==> src/rtl/tank_pose_controller.sv <==
// tank_pose_controller
// Per-frame pose sequencer for two tanks. A frame tick latches the player
// keys, then each tank in turn rotates, looks up sin/cos from the shared
// synchronous trig ROM and moves in Q10.8 fixed point with screen clamping.
// The finished pose set is committed to the outputs in a single edge, so the
// renderer never sees a half-updated frame.
module tank_pose_controller #(
  parameter int         ANGLE_STEPS = 32,
  parameter int         SPEED       = 2,
  parameter int         TANK_SIZE   = 8,
  parameter int         X1_INIT     = 160,
  parameter int         Y1_INIT     = 240,
  parameter int         X2_INIT     = 480,
  parameter int         Y2_INIT     = 240,
  parameter int         A1_INIT     = 0,
  parameter int         A2_INIT     = 16,
  // Reset trig values must match the ROM entries of A1_INIT / A2_INIT.
  parameter logic [7:0] SIN1_INIT   = 8'h00,
  parameter logic [7:0] COS1_INIT   = 8'h7F,
  parameter logic [7:0] SIN2_INIT   = 8'h00,
  parameter logic [7:0] COS2_INIT   = 8'h81,
  localparam int        AW          = $clog2(ANGLE_STEPS)
) (
  input  logic          Clk,
  input  logic          Reset_n,
  input  logic          frame_tick,
  input  logic [3:0]    keys1,
  input  logic [3:0]    keys2,
  output logic [AW-1:0] rom_addr,
  input  logic [7:0]    rom_sin,
  input  logic [7:0]    rom_cos,
  output logic [9:0]    TankX1,
  output logic [9:0]    TankY1,
  output logic [9:0]    TankX2,
  output logic [9:0]    TankY2,
  output logic [7:0]    sin1,
  output logic [7:0]    cos1,
  output logic [7:0]    sin2,
  output logic [7:0]    cos2,
  output logic [AW-1:0] angle1,
  output logic [AW-1:0] angle2,
  output logic          busy,
  output logic          update_done,
  output logic          overrun
);

  typedef enum logic [2:0] {
    IDLE, T1_ANG, T1_WAIT, T1_MOVE, T2_ANG, T2_WAIT, T2_MOVE, COMMIT
  } state_t;

  // Step per frame in Q.8 units is trig * SPEED * 2 (trig is Q1.7).
  localparam logic signed [19:0] SPEED2 = 20'(2 * SPEED);
  // Clamp limits expressed directly in Q10.8 so no shifting is needed.
  localparam logic signed [19:0] X_LO_Q = 20'(TANK_SIZE * 256);
  localparam logic signed [19:0] X_HI_Q = 20'((639 - TANK_SIZE) * 256);
  localparam logic signed [19:0] Y_LO_Q = 20'(TANK_SIZE * 256);
  localparam logic signed [19:0] Y_HI_Q = 20'((479 - TANK_SIZE) * 256);

  state_t     state;
  state_t     state_next;
  logic       accept;
  logic       commit;
  logic [1:0] ang_en;
  logic [1:0] move_en;

  // Clamp a Q10.8 sum so its integer part stays in [lo, hi]; a clamped
  // axis lands exactly on the limit with a zero fraction.
  function automatic logic [17:0] clamp_q(input logic signed [19:0] v,
                                          input logic signed [19:0] lo_q,
                                          input logic signed [19:0] hi_q);
    if (v < lo_q)
      return 18'(lo_q);
    else if (v >= hi_q + 20'sd256)
      return 18'(hi_q);
    else
      return 18'(v);
  endfunction

  // State register.
  always_ff @(posedge Clk or negedge Reset_n) begin
    if (!Reset_n) state <= IDLE;
    else          state <= state_next;
  end

  // Sequencing: next state, per-tank step enables and ROM address select.
  always_comb begin
    state_next = state;
    accept     = 1'b0;
    commit     = 1'b0;
    ang_en     = 2'b00;
    move_en    = 2'b00;
    rom_addr   = g_tank[0].work_a;
    case (state)
      IDLE: begin
        if (frame_tick) begin
          accept     = 1'b1;
          state_next = T1_ANG;
        end
      end
      T1_ANG: begin
        ang_en[0]  = 1'b1;
        state_next = T1_WAIT;
      end
      T1_WAIT: state_next = T1_MOVE;
      T1_MOVE: begin
        move_en[0] = 1'b1;
        state_next = T2_ANG;
      end
      T2_ANG: begin
        ang_en[1]  = 1'b1;
        state_next = T2_WAIT;
      end
      T2_WAIT: begin
        rom_addr   = g_tank[1].work_a;
        state_next = T2_MOVE;
      end
      T2_MOVE: begin
        move_en[1] = 1'b1;
        state_next = COMMIT;
      end
      COMMIT: begin
        commit     = 1'b1;
        state_next = IDLE;
      end
      default: state_next = IDLE;
    endcase
  end

  assign busy = (state != IDLE);

  // Completion pulse follows the commit edge; overrun is sticky until reset.
  always_ff @(posedge Clk or negedge Reset_n) begin
    if (!Reset_n) begin
      update_done <= 1'b0;
      overrun     <= 1'b0;
    end else begin
      update_done <= commit;
      if (frame_tick && busy) overrun <= 1'b1;
    end
  end

  for (genvar gi = 0; gi < 2; gi++) begin : g_tank
    localparam logic [9:0]    X_INIT = 10'(gi == 0 ? X1_INIT : X2_INIT);
    localparam logic [9:0]    Y_INIT = 10'(gi == 0 ? Y1_INIT : Y2_INIT);
    localparam logic [AW-1:0] A_INIT = AW'(gi == 0 ? A1_INIT : A2_INIT);
    localparam logic [7:0]    S_INIT = (gi == 0) ? SIN1_INIT : SIN2_INIT;
    localparam logic [7:0]    C_INIT = (gi == 0) ? COS1_INIT : COS2_INIT;

    logic [3:0]        keys_in;
    logic [3:0]        keys_sh;
    logic              fwd, back, left, right;
    logic [AW-1:0]     work_a;
    logic [17:0]       work_x, work_y;
    logic [7:0]        work_sin, work_cos;
    logic [AW-1:0]     out_a;
    logic [9:0]        out_x, out_y;
    logic [7:0]        out_sin, out_cos;
    logic signed [19:0] sin_ext, cos_ext;
    logic signed [19:0] sin_term, cos_term;
    logic signed [19:0] x_sum, y_sum;

    assign keys_in = (gi == 0) ? keys1 : keys2;
    assign {fwd, back, left, right} = keys_sh;

    // Candidate position for this tank using the trig word arriving this cycle.
    always_comb begin
      sin_ext  = {{12{rom_sin[7]}}, rom_sin};
      cos_ext  = {{12{rom_cos[7]}}, rom_cos};
      sin_term = sin_ext * SPEED2;
      cos_term = cos_ext * SPEED2;
      x_sum    = {2'b00, work_x};
      y_sum    = {2'b00, work_y};
      if (fwd && !back) begin
        x_sum = x_sum + cos_term;
        y_sum = y_sum - sin_term;
      end else if (back && !fwd) begin
        x_sum = x_sum - cos_term;
        y_sum = y_sum + sin_term;
      end
    end

    // Working pose, key shadow and committed outputs for this tank.
    always_ff @(posedge Clk or negedge Reset_n) begin
      if (!Reset_n) begin
        keys_sh  <= 4'b0000;
        work_a   <= A_INIT;
        work_x   <= {X_INIT, 8'd0};
        work_y   <= {Y_INIT, 8'd0};
        work_sin <= S_INIT;
        work_cos <= C_INIT;
        out_a    <= A_INIT;
        out_x    <= X_INIT;
        out_y    <= Y_INIT;
        out_sin  <= S_INIT;
        out_cos  <= C_INIT;
      end else begin
        if (accept) keys_sh <= keys_in;
        if (ang_en[gi]) begin
          if (left && !right)      work_a <= work_a + AW'(1);
          else if (right && !left) work_a <= work_a - AW'(1);
        end
        if (move_en[gi]) begin
          work_sin <= rom_sin;
          work_cos <= rom_cos;
          work_x   <= clamp_q(x_sum, X_LO_Q, X_HI_Q);
          work_y   <= clamp_q(y_sum, Y_LO_Q, Y_HI_Q);
        end
        if (commit) begin
          out_a   <= work_a;
          out_x   <= work_x[17:8];
          out_y   <= work_y[17:8];
          out_sin <= work_sin;
          out_cos <= work_cos;
        end
      end
    end
  end

  assign TankX1 = g_tank[0].out_x;
  assign TankY1 = g_tank[0].out_y;
  assign TankX2 = g_tank[1].out_x;
  assign TankY2 = g_tank[1].out_y;
  assign sin1   = g_tank[0].out_sin;
  assign cos1   = g_tank[0].out_cos;
  assign sin2   = g_tank[1].out_sin;
  assign cos2   = g_tank[1].out_cos;
  assign angle1 = g_tank[0].out_a;
  assign angle2 = g_tank[1].out_a;

endmodule
==> config.mk <==
export PLATFORM = sky130hd
export DESIGN_NAME = tank_pose_controller
export DESIGN_NICKNAME = d
export VERILOG_FILES = /design/src/rtl/tank_pose_controller.sv
export SDC_FILE = /design/constraint.sdc
export NUM_CORES = 1
export LEC_CHECK = 0
export CAP_MARGIN = 20
export CORE_ASPECT_RATIO = 0.5
export CORE_MARGIN = 1.5
export CORE_UTILIZATION = 25
export DETAILED_ROUTE_END_ITERATION = 10
export RECOVER_POWER = 50
export SLEW_MARGIN = 20
export SYNTH_ARGS = -nofsm -noshare
export SYNTH_HDL_FRONTEND = slang
export SYNTH_SLANG_ARGS = --single-unit
==> constraint.sdc <==
create_clock -name Clk -period 3.4 [get_ports Clk]
set_input_delay 0.85 -clock Clk [delete_from_list [all_inputs] [get_ports Clk]]
set_output_delay 0.85 -clock Clk [all_outputs]
set_load 0.1 [all_outputs]
# After elaboration in Yosys (flattened, before gate mapping)
# Cells that the tools add are included.
# totals
ff_bits	209
out_inout_bits	90
word_cells	106
# op_classes
add_sub_neg	12
order_cmp	8
n_eq_ne	8
mux	30
reduce_logical	23
# op_table
op	n
$mux 20	8
$mux 18	8
$add 19x10->20	4
$lt 20x13->1 const B	4
$sub 19x10->20	4
$ge 20x18->1 const B	2
$ge 20x19->1 const B	2
$mux 5	5
$pmux 3 s8	1
$eq 3x3->1 const B	4
$add 5x1->5 const B	2
$sub 5x1->5 const B	2
$logic_and 1x1->1	9
$logic_not 1->1	8
$mux 1	7
$eq 3x2->1 const B	2
$reduce_and 2->1	2
$reduce_bool 2->1	2
$eq 3x1->1 const B	1
$logic_not 3->1	1
$mux 3	1
$reduce_bool 3->1	1
$ne 2x2->1 const B	1

# Depth between registers and ports, before layout
# logic_depth
depth_word	7
ltp_mapped	16

# Worst setup path before layout
# OpenSTA, ideal clock, no wires.
# synth_path
path_kind	input port to flip-flop
from	in rom_cos[7]
to	reg g_tank[1].work_x[2]
arrival_ps	4805
required_time_ps	3274
setup_slack_ps	-1531
path_stages	14
n_path_buf	2
cell_sequence	clkbuf_1 > clkinv_1 > ha_1 > clkbuf_1 > nor4_1 > a21boi_1 > a211oi_1 > a211oi_1 > o21ai_0 > a32o_1 > a211oi_1 > nor2_1 > and4_1 > a221o_1
# synth_between
elab_chain_cells	6
word_cells_on_any_way	8
cone_classes	2 x add/sub; 2 x order compare; 4 x mux
# synth_lines
element	line	rtl
start, declared	31	input logic [7:0] rom_cos,
$sub 19x10->20	177	x_sum = x_sum - cos_term;
$mux 20	176	end else if (back && !fwd) begin
$mux 20 (*)	173	if (fwd && !back) begin
$ge 20x19->1	73	else if (v >= hi_q + 20'sd256)
$mux 18	73	
$mux 18 (*)	71	if (v < lo_q)
end signal, assigned	187	work_x <= {X_INIT, 8'd0};
end signal, assigned	205	work_x <= clamp_q(x_sum, X_LO_Q, X_HI_Q);
end, declared	153	logic [17:0] work_x, work_y;
# Mark *: on every way between the ends. The rest lies on a longest branch, timed or not.
# A chain may end at the register's enable or synchronous reset.

# Worst setup path after layout
# layout_path
from	reg g_tank[1].work_y[2]
to	reg g_tank[1].work_y[2]
# layout_between
elab_chain_cells	6
word_cells_on_any_way	8
cone_classes	2 x add/sub; 2 x order compare; 4 x mux
# layout_lines
element	line	rtl
start, declared	153	
start signal, assigned	188	work_y <= {Y_INIT, 8'd0};
start signal, assigned	206	work_y <= clamp_q(y_sum, Y_LO_Q, Y_HI_Q);
$add 19x10->20	178	y_sum = y_sum + sin_term;
$mux 20	176	
$mux 20 (*)	173	
$ge 20x18->1	73	
$mux 18	73	
$mux 18 (*)	71	
# Marked as above.

==> key figures <==
Logic synthesis
  – Post-synth EDFFs: 0
  – Distinct cell type count after synthesis: 90
  – Sequential area share after synthesis: 0.310
  – Post-Syn Instances: 1917
  – Post-Synthesis Mean Instance Area: 8.56 sq um
  – Ys flop type: dfrtp_1
  – Yosys Warn Count: 0
  – Yosys reg bits: 201
  – Asr flop ratio synth: 1.00
  – Synth Net Count: 2102
  – Post-Syn Area: 0.0164 sq mm

Floorplanning
  – Die Width: 365 um
  – Initial Utilization: 0.253
  – I/O pin count: 117
  – FP Rows: 66
  – Die height: 184 um
  – Core area: 0.0650 sq mm
  – Full die area: 0.0673 sq mm

Route
  – DR iter-0 viols: 1102
  – Drt pass-1 iters: 8
  – Post-DRT Antenna Nets: 0
  – Vias/cell: 5.04
  – Drt total wl: 59.8 mm
  – Via count: 17173
  – Remaining DRCs: 0
  – WL per Instance: 17.5 um

STA
  – Worst slew margin: -0.570
  – Count of final setup violators: 54
  – Slew Viols, Final: 112
  – Fmax: 262 MHz
  – Hold Worst Slack: 458 ps
  – Fin. Hold Viols: 0
  – Tmin final: 3810 ps
  – Worst slew pin tran: 2360 ps
  – RSZ-0062 raised after global routing: yes
  – Clk_skew: 18.4 ps
  – Tcrit/Tclk final: 1.12
  – Final worst slack: -414 ps

Setup path
  – Slowest cell on crit path: or4_4
  – Crit Path Category: register to register
  – Critical Path Start Type: register
  – CP Data Arrival Time: 4260 ps
  – CP dominant cell by count: a211oi_4
  – Crit-path cells: ha_4, inv_2, fa_2, o21ba_4, or4_4, a32oi_4, a211oi_4, mux2_4, a2111oi_4, o221ai_2, a211oi_4, nand2b_4, or3_4, o32ai_2
  – Crit-path leading delay family: compound AO/OA/AOI/OAI gates
  – Crit path max fanout: 3
  – CP endpoint kind: register
  – Worst path bufs/invs: 1
  – Crit-path max cell delay: 440 ps
  – WP data required: 3850 ps

GRT
  – Vias in the first global route: 17087
  – GR peak layer: met2
  – Remaining global-route overflow: 0
  – M1 GR Usage: 0.222
  – Tot GR Track Use: 0.173
  – Met3 Use GR: 0.0143
  – M2 GR Usage: 0.307
  – Global-route wire length before repair: 93.7 mm
  – Initial antenna violation count: 0
  – Largest net degree at the start of global routing: 80

Placement
  – Dpl cell area: 0.0223 sq mm
  – Port Buffer Count: 116
  – Dpl hpwl: 44.0 mm
  – Routability cong.: 0.918

Clock network
  – CTS tree: yes
  – Max clock buf depth: 3
  – TritonCTS Buffers: 24
  – Clock sinks: 201
  – Clk pin slew, worst setup/hold paths: 60 ps
  – Clk Latency, worst-skew pair: 550 ps
  – H-tree depth: 1
  – Hold_buf cts: 0
  – Root buffer cell: clkbuf_16

Min path
  – Hold Path Class: register to register

Finish
  – Most frequent cells in the layout: 605 x buf_4, 189 x nand2_1, 168 x nor2_1
  – Post-route cell area: 0.0250 sq mm
  – Most common cell after layout, fill and taps aside: buf_4
  – Area Overhead vs Synth: 52.2%
  – Final Core Density: 0.384
  – Ant. Diodes: 0
  – Final #Nets: 2692
  – Share of layout cells above drive strength 1: 0.444

Status
  – Status: finished, violations left
  – Violated checks: max-capacitance violations, max-slew violations, negative setup slack

Job
  – Max_cap viols: 2
cells in the mapped netlist, types with 12 or more instances:
master | count | area share
o211ai_1 | 27 | 0.012
a22o_1 | 15 | 0.0080
clkbuf_1 | 89 | 0.020
nor3_1 | 31 | 0.0095
o21bai_1 | 12 | 0.0055
o22ai_1 | 19 | 0.0072
nand2_1 | 194 | 0.044
o21a_1 | 23 | 0.011
mux2_2 | 95 | 0.065
or3_1 | 14 | 0.0053
o31ai_1 | 22 | 0.010
nor2b_1 | 27 | 0.010
ha_1 | 148 | 0.11
dfstp_2 | 48 | 0.077
a21o_1 | 31 | 0.014
a221oi_1 | 15 | 0.0080
mux2i_1 | 13 | 0.0079
buf_1 | 18 | 0.0041
a211oi_1 | 31 | 0.014
nor2_1 | 180 | 0.041
dfrtp_1 | 153 | 0.23
a31oi_1 | 18 | 0.0069
o21ai_0 | 142 | 0.043
nand2b_1 | 27 | 0.010
nand3_1 | 23 | 0.0070
a21oi_1 | 152 | 0.046
nor4_1 | 13 | 0.0050
inv_1 | 87 | 0.020
xnor2_1 | 23 | 0.012
stage by stage:
step           TNS, ps  cells  setup slack, ps
6_report         -8060   3409             -414
5_1_grt         -18350   3409             -555
4_1_cts         -10130   3394             -601
3_5_place_dp    -79020   3300            -1490
3_3_place_gp    -77860   3300            -1470
2_1_floorplan   -19320   1917             -686
worst min-delay path: stages (launching register included):
cell and delay [ps]:
dfstp_2 360, nand2_1 50, nand2_1 50
kinds of logic (layout without fill, tap and decap cells):
family                     Yosys count  count (layout)  synth area share
adders and majority gates          158             158             0.125
buffers and inverters              200             808            0.0464
muxes                              109             109            0.0740
AOI/OAI and AO/OA                  649             649             0.269
and+or+nand+nor                    573             573             0.161
xor gates and xnor gates            27              27            0.0144
DFF                                201             201             0.310
worst paths after layout:
| kind | endpoint | cells after the start | from | slack, ps |
|---|---|---|---|---|
| setup / recovery | g_tank[1].work_y[2]$_DFFE_PN0P_ | 14 | g_tank[1].work_y[2]$_DFFE_PN0P_ | -410 |
| hold reg to reg | g_tank[1].work_cos[0]$_DFFE_PN1P_ | 2 | g_tank[1].work_cos[0]$_DFFE_PN1P_ | 460 |
| min in group asynchronous | TankX1[9]$_DFFE_PN0P_ | 1 | Reset_n | 960 |
| max in group asynchronous | TankY2[3]$_DFFE_PN0P_ | 2 | Reset_n | 360 |
| setup reg to reg | g_tank[1].work_y[2]$_DFFE_PN0P_ | 14 | g_tank[1].work_y[2]$_DFFE_PN0P_ | -410 |
| hold / removal | g_tank[1].work_cos[0]$_DFFE_PN1P_ | 2 | g_tank[1].work_cos[0]$_DFFE_PN1P_ | 460 |
registers in the layout (all words and copies together) (netlist names), 5 cells and up:
| name | flops |
|---|---|
| TankX1 | 10 |
| TankX2 | 10 |
| TankY1 | 10 |
| TankY2 | 10 |
| angle1 | 5 |
| angle2 | 5 |
| cos1 | 8 |
| cos2 | 8 |
| g_tank.keys_sh | 8 |
| g_tank.work_a | 10 |
| g_tank.work_cos | 16 |
| g_tank.work_sin | 16 |
| g_tank.work_x | 32 |
| g_tank.work_y | 32 |
| sin1 | 8 |
| sin2 | 8 |
routing by layer:
layer / routed length [um] / part of all wire
met2: 29400 / 0.49
met3: 2280 / 0.038
met1: 26200 / 0.44
met5: 0 / 0
met4: 1840 / 0.031
timing repair:
action | CTS | global route
gates resized for setup | 245 | 110
cloned | 1 | 0
setup endpoints to repair | 62 | 61
buffers inserted | 52 | 22
pin swaps | 120 | 91
cell type report:
type                            count  area [sq um]
Clock buffer                       34           699
Clock inverter                     10          93.8
Fill cell                        6384         40000
Inverter                           89           388
Multi-Input combinational cell   1516         12300
Sequential cell                   201          5090
Tap cell                          884          1110
Timing Repair Buffer              675          5340
Power is left out: the tool's default activity adds up to more than one toggle a clock period on the data nets, which glitch-free logic cannot reach.
